## config.mk

```make
export PLATFORM = sky130hd
export DESIGN_NAME = axil_lite_client_adapter
export DESIGN_NICKNAME = d
export VERILOG_FILES = /design/src/rtl/axil_lite_client_adapter.sv
export SDC_FILE = /design/constraint.sdc
export NUM_CORES = 1
export LEC_CHECK = 0
export ABC_AREA = 1
export BUFFER_PORTS_ARGS = -buffer_cell sky130_fd_sc_hd__buf_4
export CAP_MARGIN = 20
export CORE_AREA = 2 2 99 101
export CTS_CLUSTER_SIZE = 10
export DETAILED_ROUTE_END_ITERATION = 10
export DIE_AREA = 0 0 101 103
export HOLD_SLACK_MARGIN = 0.1
export PLACE_DENSITY_LB_ADDON = 0.05
export SKIP_CTS_REPAIR_TIMING = 1
export SLEW_MARGIN = 20
export SYNTH_ARGS = -nofsm -noshare
export SYNTH_HDL_FRONTEND = slang
export SYNTH_SLANG_ARGS = --single-unit
```

## constraint.sdc

```tcl
create_clock -name clk_i -period 2.3 [get_ports clk_i]
set_input_delay 0.23 -clock clk_i [delete_from_list [all_inputs] [get_ports clk_i]]
set_output_delay 0.23 -clock clk_i [all_outputs]
set_load 0.01 [all_outputs]
```

## src/rtl/axil_lite_client_adapter.sv

```systemverilog
// AXI4-Lite slave that turns each read or write into one command on a valid/ready client port.
// Optional: define AXIL_ADAPTOR_STRB_ERR_EN to answer unsupported wstrb patterns with SLVERR.

module axil_lite_client_adapter #(
  parameter int axil_data_width_p = 32,
  parameter int axil_addr_width_p = 32,
  localparam int lanes_lp         = axil_data_width_p / 8,
  localparam int lane_bits_lp     = $clog2(lanes_lp),
  localparam int size_width_lp    = $clog2(lane_bits_lp + 1)
) (
  input  logic                         clk_i,
  input  logic                         reset_n_i,

  output logic                         cmd_v_o,
  input  logic                         cmd_ready_and_i,
  output logic [axil_addr_width_p-1:0] cmd_addr_o,
  output logic                         cmd_wr_en_o,
  output logic [size_width_lp-1:0]     cmd_data_size_o,
  output logic [axil_data_width_p-1:0] cmd_wdata_o,

  input  logic                         resp_v_i,
  output logic                         resp_ready_and_o,
  input  logic [axil_data_width_p-1:0] resp_rdata_i,

  input  logic [axil_addr_width_p-1:0] s_axil_awaddr_i,
  input  logic [2:0]                   s_axil_awprot_i,
  input  logic                         s_axil_awvalid_i,
  output logic                         s_axil_awready_o,
  input  logic [axil_data_width_p-1:0] s_axil_wdata_i,
  input  logic [lanes_lp-1:0]          s_axil_wstrb_i,
  input  logic                         s_axil_wvalid_i,
  output logic                         s_axil_wready_o,
  output logic [1:0]                   s_axil_bresp_o,
  output logic                         s_axil_bvalid_o,
  input  logic                         s_axil_bready_i,
  input  logic [axil_addr_width_p-1:0] s_axil_araddr_i,
  input  logic [2:0]                   s_axil_arprot_i,
  input  logic                         s_axil_arvalid_i,
  output logic                         s_axil_arready_o,
  output logic [axil_data_width_p-1:0] s_axil_rdata_o,
  output logic [1:0]                   s_axil_rresp_o,
  output logic                         s_axil_rvalid_o,
  input  logic                         s_axil_rready_i
);

  localparam logic [size_width_lp-1:0] full_size_lp = size_width_lp'(lane_bits_lp);

  typedef enum logic [2:0] {
    IDLE  = 3'd0,
    CMD   = 3'd1,
    WRESP = 3'd2,
    RRESP = 3'd3
`ifdef AXIL_ADAPTOR_STRB_ERR_EN
    , BERR = 3'd4
`endif
  } state_e;

  typedef struct packed {
    logic                     ok;
    logic [size_width_lp-1:0] size;
    logic [lane_bits_lp-1:0]  lo;
  } strb_dec_t;

  // Supported patterns: all lanes, or 1/2/4 contiguous lanes aligned to their own size.
  function automatic strb_dec_t decode_strb(input logic [lanes_lp-1:0] strb);
    strb_dec_t            d;
    logic [lanes_lp-1:0]  ones_v;
    d      = '0;
    ones_v = {lanes_lp{1'b1}};
    if (strb == ones_v) begin
      d.ok   = 1'b1;
      d.size = full_size_lp;
    end else begin
      for (int s = 0; s < lane_bits_lp; s++) begin
        for (int l = 0; l < lanes_lp; l++) begin
          if (((l & ((1 << s) - 1)) == 0) &&
              (strb == ((ones_v >> (lanes_lp - (1 << s))) << l))) begin
            d.ok   = 1'b1;
            d.size = size_width_lp'(s);
            d.lo   = lane_bits_lp'(l);
          end
        end
      end
    end
    return d;
  endfunction

  state_e                         state_r, state_n_s;
  logic [axil_addr_width_p-1:0]   addr_r, waddr_s;
  logic [axil_data_width_p-1:0]   wdata_r, wdata_s;
  logic [size_width_lp-1:0]       size_r, wsize_s;
  logic                           wr_r;
  logic                           cap_wr_s, cap_rd_s;
  strb_dec_t                      dec_s;
  logic                           unused_s;

  assign unused_s = ^{s_axil_awprot_i, s_axil_arprot_i};

  // Lane-align the incoming write before it is captured.
  always_comb begin
    dec_s = decode_strb(s_axil_wstrb_i);
    if (dec_s.ok) begin
      waddr_s = {s_axil_awaddr_i[axil_addr_width_p-1:lane_bits_lp], dec_s.lo};
      wdata_s = s_axil_wdata_i >> {dec_s.lo, 3'b000};
      wsize_s = dec_s.size;
    end else begin
      waddr_s = s_axil_awaddr_i;
      wdata_s = s_axil_wdata_i;
      wsize_s = full_size_lp;
    end
  end

  // State register and captured command fields.
  always_ff @(posedge clk_i or negedge reset_n_i) begin
    if (!reset_n_i) begin
      state_r <= IDLE;
      addr_r  <= {axil_addr_width_p{1'b0}};
      wdata_r <= {axil_data_width_p{1'b0}};
      size_r  <= {size_width_lp{1'b0}};
      wr_r    <= 1'b0;
    end else begin
      state_r <= state_n_s;
      if (cap_wr_s) begin
        addr_r  <= waddr_s;
        wdata_r <= wdata_s;
        size_r  <= wsize_s;
        wr_r    <= 1'b1;
      end else if (cap_rd_s) begin
        addr_r  <= s_axil_araddr_i;
        wdata_r <= {axil_data_width_p{1'b0}};
        size_r  <= full_size_lp;
        wr_r    <= 1'b0;
      end else begin
        wr_r    <= wr_r;
      end
    end
  end

  // Next-state and handshake decode; responses pass straight through.
  always_comb begin
    state_n_s        = state_r;
    cap_wr_s         = 1'b0;
    cap_rd_s         = 1'b0;
    s_axil_awready_o = 1'b0;
    s_axil_wready_o  = 1'b0;
    s_axil_arready_o = 1'b0;
    s_axil_bvalid_o  = 1'b0;
    s_axil_bresp_o   = 2'b00;
    s_axil_rvalid_o  = 1'b0;
    s_axil_rdata_o   = {axil_data_width_p{1'b0}};
    s_axil_rresp_o   = 2'b00;
    resp_ready_and_o = 1'b0;
    case (state_r)
      IDLE: begin
        if (s_axil_awvalid_i && s_axil_wvalid_i) begin
          s_axil_awready_o = 1'b1;
          s_axil_wready_o  = 1'b1;
          cap_wr_s         = 1'b1;
`ifdef AXIL_ADAPTOR_STRB_ERR_EN
          state_n_s        = dec_s.ok ? CMD : BERR;
`else
          state_n_s        = CMD;
`endif
        end else if (s_axil_arvalid_i) begin
          s_axil_arready_o = 1'b1;
          cap_rd_s         = 1'b1;
          state_n_s        = CMD;
        end else begin
          state_n_s        = IDLE;
        end
      end
      CMD: begin
        if (cmd_ready_and_i) begin
          state_n_s = wr_r ? WRESP : RRESP;
        end else begin
          state_n_s = CMD;
        end
      end
      WRESP: begin
        s_axil_bvalid_o  = resp_v_i;
        resp_ready_and_o = s_axil_bready_i;
        if (resp_v_i && s_axil_bready_i) begin
          state_n_s = IDLE;
        end else begin
          state_n_s = WRESP;
        end
      end
      RRESP: begin
        s_axil_rvalid_o  = resp_v_i;
        s_axil_rdata_o   = resp_rdata_i;
        resp_ready_and_o = s_axil_rready_i;
        if (resp_v_i && s_axil_rready_i) begin
          state_n_s = IDLE;
        end else begin
          state_n_s = RRESP;
        end
      end
`ifdef AXIL_ADAPTOR_STRB_ERR_EN
      BERR: begin
        s_axil_bvalid_o = 1'b1;
        s_axil_bresp_o  = 2'b10;
        if (s_axil_bready_i) begin
          state_n_s = IDLE;
        end else begin
          state_n_s = BERR;
        end
      end
`endif
      default: state_n_s = IDLE;
    endcase
  end

  assign cmd_v_o         = (state_r == CMD);
  assign cmd_addr_o      = addr_r;
  assign cmd_wr_en_o     = wr_r;
  assign cmd_data_size_o = size_r;
  assign cmd_wdata_o     = wdata_r;

endmodule

```

# ---- Word level (Yosys, flattened, before mapping)
# Cells that the tools add are included.
dict set report word_totals {
  register_bits 70
  input_bits 147
  word_cells 56
}
dict set report op_classes {
  n_eq_ne 10
  shift 1
  muxes 35
  reduce_logical 5
}
# op n
set ops {}
lappend ops {{$mux 32} 6}
lappend ops {{$shr 32x5->32} 1}
lappend ops {{$mux 5} 6}
lappend ops {{$mux 2} 8}
lappend ops {{$eq 4x4->1 const B} 3}
lappend ops {{$mux 1} 12}
lappend ops {{$pmux 3 s4} 1}
lappend ops {{$eq 4x2->1 const B} 2}
lappend ops {{$eq 3x2->1 const B} 2}
lappend ops {{$eq 4x1->1 const B} 1}
lappend ops {{$eq 4x3->1 const B} 1}
lappend ops {{$eq 3x1->1 const B} 1}
lappend ops {{$logic_and 1x1->1} 3}
lappend ops {{$logic_not 3->1} 1}
lappend ops {{$mux 3} 1}
lappend ops {{$pmux 1 s2} 1}
lappend ops {{$reduce_bool 2->1} 1}

# ---- Logic depth before layout (Yosys ltp)
# Gate-level depths: netlist of run 1.
dict set report depth {
  word_depth 11
  ltp_mapped 10
  mapped_depth_nobuf 8
}

# ---- Worst setup path after synthesis of run 1
# Ideal clock, no wire load.
dict set report synth_path {
  path_kind {register to output}
  startpoint {reg state_r[1]}
  endpoint {out s_axil_wready_o}
  arrival_time_ps 1189
  required_time_ps 2070
  slack_ps 881
  path_stages_with_launch 7
  n_path_buf 3
  cell_sequence {dfrtp_1 > nor2_2 > nand3_2 > inv_2 > buf_4 > buf_4 > buf_4}
}
dict set report synth_via {
  elab_chain_cells 2
}
# element line_no
set synth_lines {}
lappend synth_lines {{from (decl)} 88} ;# state_e state_r, state_n_s;
lappend synth_lines {{from (signal assigned)} 122} ;# state_r <= state_n_s;
lappend synth_lines {{$logic_not 3->1} -}
lappend synth_lines {{$mux 1} -}
lappend synth_lines {{to (decl)} 32} ;# output logic s_axil_wready_o,
# Every way passes these cells.

# ---- Worst setup path in the final report of run 1
dict set report layout_path {
  startpoint {reg state_r[1]}
  endpoint {out s_axil_awready_o}
}
dict set report layout_via {
  elab_chain_cells 2
}
# element line_no
set layout_lines {}
lappend layout_lines {{$logic_not 3->1} 153} ;# case (state_r)
lappend layout_lines {{$mux 1} 153}
lappend layout_lines {{to (decl)} 28} ;# output logic s_axil_awready_o,
# Every way passes these cells.

==> results.yml, run 1 <==
synth:
  yosysWarnings: 0
  syn-mean-instance-area_um2: 6.88
  syn-cell-area_um2: 3970
  post_synth_inst_count: 577
  seq_area_frac_synth: 0.435
  synth-seq-cells: 69
  netlist_top_cells_area: "sky130_fd_sc_hd__dfrtp_1 (43%), sky130_fd_sc_hd__nand2_1 (16%), sky130_fd_sc_hd__nor2_1 (6.9%)"
  yosys.area.top_type_share: 0.435
  synth.largest_area_cell: "sky130_fd_sc_hd__dfrtp_1"
  netlist-cell-type-count: 21
clocking:
  cts_buffer_depth: 2
  htree_num_levels: 3
  clk_pin_slew_worst_paths_ns: 0.08
  cts_tree: "done"
  tritoncts.num_buffers: 9
  clk_latency_ns: 0.35
  cts_root_buffer_type: "sky130_fd_sc_hd__clkbuf_8"
  cts.sink_count: 69
place:
  placed_wire_length_estimate_after_detailed_placement_mm: 9.89
  place_area_um2: 5810
  weighted_congestion_at_the_end_of_routability_driven_global_placement: 0.861
  io_buffers: 246
global_routing:
  grt_start_max_net_pins: 70
  grt_pass1_vias: 4057
  antenna_violations_before_repair: 0
  grt_usage: 0.248
  globalRoute.totalOverflow: 0
  first_pass_grt_wire_length_mm: 19.9
final_layout:
  seqCellArea_um2: 1730
  n_antenna_cell: 0
  layout.nets: 957
  finish.instance_area_um2: 6000
  layout_cell_share_with_drive_strength_beyond_1: 0.344
  multi_input_area_um2: 1730
  num-fill-cells: 872
  area_delta_synth_final_pct: 50.9
  postLayoutCoreUtil: 0.634
pwr:
  clkPwrFrac: 0.146
  part_of_the_total_power_dissipated_in_sequential_elements: 0.346
  leakage_dissipation_nw: 3.57
  combPwrFrac: 0.508
  p_sw_mw: 2.46
  max-vdd-ir-drop_uv: 658
  power_switching_share: 0.403
  power.internal_mw: 3.65
  p_total_mw: 6.11
  cellPowerDensity_nw_per_um2: 1020
die:
  placementRows: 36
  pin_count: 257
  dieHeight_um: 103
  floorplan.die_area_um2: 10400
  fp.coreArea_um2: 9460
  initial_utilization: 0.420
  die_w_um: 101
timing:
  unrepaired_setup_endpoints_after_global_routing: "false"
  fmax_mhz: 478
  timing.final.crit_period_ns: 2.09
  timing.final.max_slew_violations: 0
  hold_viol: 0
  holdWs_ns: 0.112
  max-slew-margin-rel: 0.408
  worst_slew_pin_slew_ns: 0.888
  setup_violations: 0
  finalClockSkew_ns: 0.0119
  timing.setup.tns_ns: 0
  period_share: 0.909
routing:
  avgRoutedWirePerCell_um: 14.3
  post_detailed_route_count_of_antenna_violating_nets: 0
  vias: 4510
  number_of_drc_markers_after_the_initial_detailed_route_iteration: 283
  firstDrtPassIters: 5
  detail_route.wirelength_mm: 13.3
  via_per_inst: 4.85
  post-route-drc-count: 0
min_path:
  worst_hold_path_type: "in -> reg"
run:
  max_cap_viol_count: 0
critical_path:
  worstSetupStartpointType: "flip-flop"
  critical_path_class: "reg -> out"
  worst_path_fanout_max: 44
  critPathCaptureType: "primary output"
  timing.critical_path.arrival_ns: 1.86
  worstPathRequired_ns: 2.07
run_status:
  run_status: "finished, final reports clean"
## metrics by stage
stage          setup slack (ns)  std cells
6_report                  0.209        929
5_1_grt                  0.0984        929
4_1_cts                   0.188        928
3_5_place_dp              0.560        912
3_3_place_gp              0.590        912
2_1_floorplan             0.881        580
## kinds of logic after synthesis
family	Yosys count	synth area share
simple gates	318	0.332
buf+inv	111	0.133
compound gates	78	0.0998
flops	69	0.435
other cells	1	0.000944
## cells in the mapped netlist
master                     instances
sky130_fd_sc_hd__o22ai_1           3
sky130_fd_sc_hd__conb_1            1
sky130_fd_sc_hd__nand3_2           1
sky130_fd_sc_hd__o21bai_1          1
sky130_fd_sc_hd__nor2_2            1
sky130_fd_sc_hd__nand3b_1          5
sky130_fd_sc_hd__clkbuf_1         10
sky130_fd_sc_hd__nand3_1          53
sky130_fd_sc_hd__o21ai_1          40
sky130_fd_sc_hd__clkbuf_2          1
sky130_fd_sc_hd__buf_4            10
sky130_fd_sc_hd__dfrtp_1          69
sky130_fd_sc_hd__buf_6             8
sky130_fd_sc_hd__nand2_2           1
sky130_fd_sc_hd__nor2_1           73
sky130_fd_sc_hd__buf_2            10
sky130_fd_sc_hd__inv_1            68
sky130_fd_sc_hd__inv_2             4
sky130_fd_sc_hd__nand4_1          11
sky130_fd_sc_hd__o21ai_0          34
sky130_fd_sc_hd__nand2_1         173
## routing by layer
layer,track usage,wire length (µm),vias to the layer above
li1,-,-,2261
met1,0.306,5370,2031
met2,0.428,6470,199
met3,0.0549,1140,19
met4,0.0925,310,0
met5,0,0,-
## placed cells by master, fill, tap and decap left out
cell type and n:
sky130_fd_sc_hd__buf_12 1, sky130_fd_sc_hd__clkbuf_8 9, sky130_fd_sc_hd__buf_4 256, sky130_fd_sc_hd__o21ai_0 34, sky130_fd_sc_hd__inv_2 4, sky130_fd_sc_hd__nand4_1 11
sky130_fd_sc_hd__dfrtp_1 69, sky130_fd_sc_hd__inv_6 1, sky130_fd_sc_hd__nand2_2 1, sky130_fd_sc_hd__clkinv_2 2, sky130_fd_sc_hd__nand3_1 53, sky130_fd_sc_hd__o21bai_1 1
sky130_fd_sc_hd__inv_1 68, sky130_fd_sc_hd__nand2_1 173, sky130_fd_sc_hd__conb_1 4, sky130_fd_sc_hd__nor2_2 1, sky130_fd_sc_hd__nor2_1 73, sky130_fd_sc_hd__dlygate4sd3_1 1
sky130_fd_sc_hd__clkinv_4 2, sky130_fd_sc_hd__clkinvlp_4 2, sky130_fd_sc_hd__nand3b_1 5, sky130_fd_sc_hd__o21ai_1 40, sky130_fd_sc_hd__nand3_2 1, sky130_fd_sc_hd__o22ai_1 3
## path summary, 6_finish.rpt
kind / startpoint / end / slack, ns / depth (start not counted)
max in group asynchronous: reset_n_i / cmd_wdata_o[3] / 1.19 / 2
min: cmd_ready_and_i / state_r[1] / 0.11 / 3
max: state_r[1] / s_axil_awready_o / 0.21 / 5
min in group asynchronous: reset_n_i / cmd_addr_o[8] / 0.53 / 2
min reg2reg: cmd_wdata_o[20] / cmd_wdata_o[20] / 0.48 / 2
max reg2reg: state_r[1] / cmd_wdata_o[1] / 0.56 / 8
## power by group through the flow
| stage | logic, mW | registers, mW | clock network [mW] |
|---|---|---|---|
| floorplan | 1.25 | 2.37 | 0 |
| global route | 3.43 | 2.19 | 0.955 |
| detailed placement | 3.14 | 2.13 | 0 |
| CTS | 3.14 | 2.12 | 0.911 |
| global placement | 3.10 | 2.12 | 0 |
| finish | 3.10 | 2.12 | 0.893 |
## flip-flops by register name (all words and copies together) (netlist names)
| register | cells |
|---|---|
| cmd_addr_o | 32 |
| cmd_data_size_o | 2 |
| state_r | 2 |
| cmd_wr_en_o | 1 |
| cmd_wdata_o | 32 |
## area by class of cell
type	count	share of cell area
Multi-Input combinational cell	400	0.288
Sequential cell	69	0.288
Tap cell	114	0.0238
Timing Repair Buffer	258	0.326
Clock buffer	9	0.0207
Inverter	72	0.0451
Clock inverter	7	0.00856
## worst max-delay path, cell delays in order (launching register included)
cell and delay [ns]:
sky130_fd_sc_hd__dfrtp_1 0.42, sky130_fd_sc_hd__nor2_2 0.17, sky130_fd_sc_hd__nand3_2 0.13, sky130_fd_sc_hd__inv_2 0.34, sky130_fd_sc_hd__buf_12 0.27, sky130_fd_sc_hd__buf_4 0.16
Power figures use the tool's default switching activity.
==> run 2: changes to the inputs <==
==> constraint.sdc (replaced) <==
create_clock -name clk_i -period 2.3 [get_ports clk_i]
set_input_delay 0.23 -clock clk_i [delete_from_list [all_inputs] [get_ports clk_i]]
set_output_delay 0.23 -clock clk_i [all_outputs]
set_load 0.02 [all_outputs]
==> run 2 against run 1 <==
Critical path depth did not move; worst setup slack improved by 0.072 ns; sequential share of layout area fell by 0.10 points; first-iteration DRC count fell by 3.9%; clock power rose by 16%; cell area rose by 0.35%; maximum frequency rose by 3.6%; power rose by 12%; register-to-register slack improved by 0.08 ns; clock-buffer cell count did not move; clock skew fell by 0.0032 ns; critical endpoint unchanged.
==> results.yml, run 2 (synthesis results as in run 1) <==
min_path:
  hold_end: "cmd_addr_o[0]"
  timing.hold.worst.start: "s_axil_araddr_i[0]"
  worst_hold_path.num_cells: 3
  worst_hold_path_type: "in -> reg"
die:
  floorplan.die_area_um2: 10400
  dieHeight_um: 103
  fp.coreArea_um2: 9460
  placementRows: 36
  pin_count: 257
  die_w_um: 101
  initial_utilization: 0.420
timing:
  post-route-worst-setup-slack_ns: 0.281
  timing.final.max_slew_violations: 0
  unrepaired_setup_endpoints_after_global_routing: "false"
  hold_viol: 0
  period_share: 0.878
  max-slew-margin-rel: 0.417
  setup_violations: 0
  timing.final.crit_period_ns: 2.02
  worst_slew_pin_slew_ns: 0.875
  timing.setup.tns_ns: 0
  fmax_mhz: 495
  finalClockSkew_ns: 0.00874
place:
  placed_wire_length_estimate_after_detailed_placement_mm: 9.93
  io_buffers: 246
  placed_cells_incl_taps: 913
  weighted_congestion_at_the_end_of_routability_driven_global_placement: 0.866
  place_area_um2: 5810
  pre_cts_slack_ns: 0.571
critical_path:
  crit_path_frequent_cell: "sky130_fd_sc_hd__buf_4"
  critical_path_class: "reg -> out"
  worstSetupStartpointType: "flip-flop"
  critPathCaptureType: "primary output"
  reg2reg_setup_slack_ns: 0.64
  worst_path_fanout_max: 44
  timing.critical_path.cells: "nor2_2 -> nand3_2 -> inv_2 -> buf_4 -> buf_4"
  path_delay_family: "buffers and inverters"
  slowest_stage: "sky130_fd_sc_hd__dfrtp_1"
  worst-path-buf-inv: 3
  timing.critical_path.arrival_ns: 1.79
  worstPathRequired_ns: 2.07
  reg2reg_to: "cmd_wdata_o[2]"
  worst_r2r_path_depth: 8
  crit-reg2reg-launch: "state_r[1]"
  slowest_delay_ns: 0.41
final_layout:
  most-common-layout-cells: "sky130_fd_sc_hd__buf_4 (258), sky130_fd_sc_hd__nand2_1 (173), sky130_fd_sc_hd__nor2_1 (73)"
  layout_commonest_cell: "sky130_fd_sc_hd__buf_4"
  num-fill-cells: 873
  finish.instance_area_um2: 6020
  n_antenna_cell: 0
  multi_input_area_um2: 1730
  area_delta_synth_final_pct: 51.5
  layout_cell_share_with_drive_strength_beyond_1: 0.343
  final_cells: 928
  layout.nets: 958
  seqCellArea_um2: 1730
clocking:
  cts.sink_count: 69
  htree_num_levels: 3
  clk_latency_ns: 0.35
  tritoncts.num_buffers: 9
  clk_pin_slew_worst_paths_ns: 0.07
  cts_tree: "done"
  cts_root_buffer_type: "sky130_fd_sc_hd__clkbuf_8"
  cts_buffer_depth: 2
routing:
  number_of_drc_markers_after_the_initial_detailed_route_iteration: 272
  detail_route.wirelength_mm: 13.3
  avgRoutedWirePerCell_um: 14.3
  post_detailed_route_count_of_antenna_violating_nets: 0
  vias: 4561
  firstDrtPassIters: 6
  via_per_inst: 4.91
  post-route-drc-count: 0
global_routing:
  grt_pass1_vias: 4156
  antenna_violations_before_repair: 0
  grt_start_max_net_pins: 70
  grt_usage: 0.253
  first_pass_grt_wire_length_mm: 20.5
  globalRoute.totalOverflow: 0
run_status:
  run_status: "finished, final reports clean"
pwr:
  p_total_mw: 6.84
  cellPowerDensity_nw_per_um2: 1140
  max-vdd-ir-drop_uv: 596
  leakage_dissipation_nw: 3.58
run:
  max_cap_viol_count: 0
[run 2: per-stage QoR]
step           hold slack (ns)  utilization
2_1_floorplan          -0.0656            -
3_3_place_gp             0.408        0.614
3_5_place_dp             0.408        0.614
4_1_cts                 0.0315        0.635
5_1_grt                  0.107        0.636
6_report                 0.111        0.636
[run 2: where the power goes]
group          internal (mW)  total [mW]  switching (mW)
Sequential              1.79        2.12           0.333
Clock                  0.594        1.04           0.446
Combinational           1.49        3.68            2.19
[run 2: worst max path at each step]
stage,from,end,slack [ns],cells past startpoint
floorplan,state_r[1],s_axil_wready_o,0.83,6
global placement,s_axil_wstrb_i[3],cmd_wdata_o[1],0.59,10
CTS,state_r[1],s_axil_wready_o,0.28,5
finish,state_r[1],s_axil_awready_o,0.28,5
global route,state_r[1],s_axil_awready_o,0.17,5
detailed placement,s_axil_wstrb_i[3],cmd_wdata_o[2],0.57,10
[run 2: routing by layer]
layer	vias up	wire, µm	track usage
met3	22	1230	0.0692
met2	214	6550	0.440
met4	0	307	0.0832
met5	-	0	0
li1	2254	-	-
met1	2071	5170	0.305
[run 2: tightest hold or removal path, cell delays in order]
cell,delay (ns)
sky130_fd_sc_hd__buf_4,0.08
sky130_fd_sc_hd__nand2_1,0.05
sky130_fd_sc_hd__nand3_1,0.07
[run 2: layout make-up]
class / instances / area share
repair buffers: 259 / 0.324
multi-input cells: 400 / 0.287
flip-flops and latches: 69 / 0.287
inverters: 72 / 0.0449
well taps: 114 / 0.0237
clock buffers: 9 / 0.0206
clock inverters: 5 / 0.0129
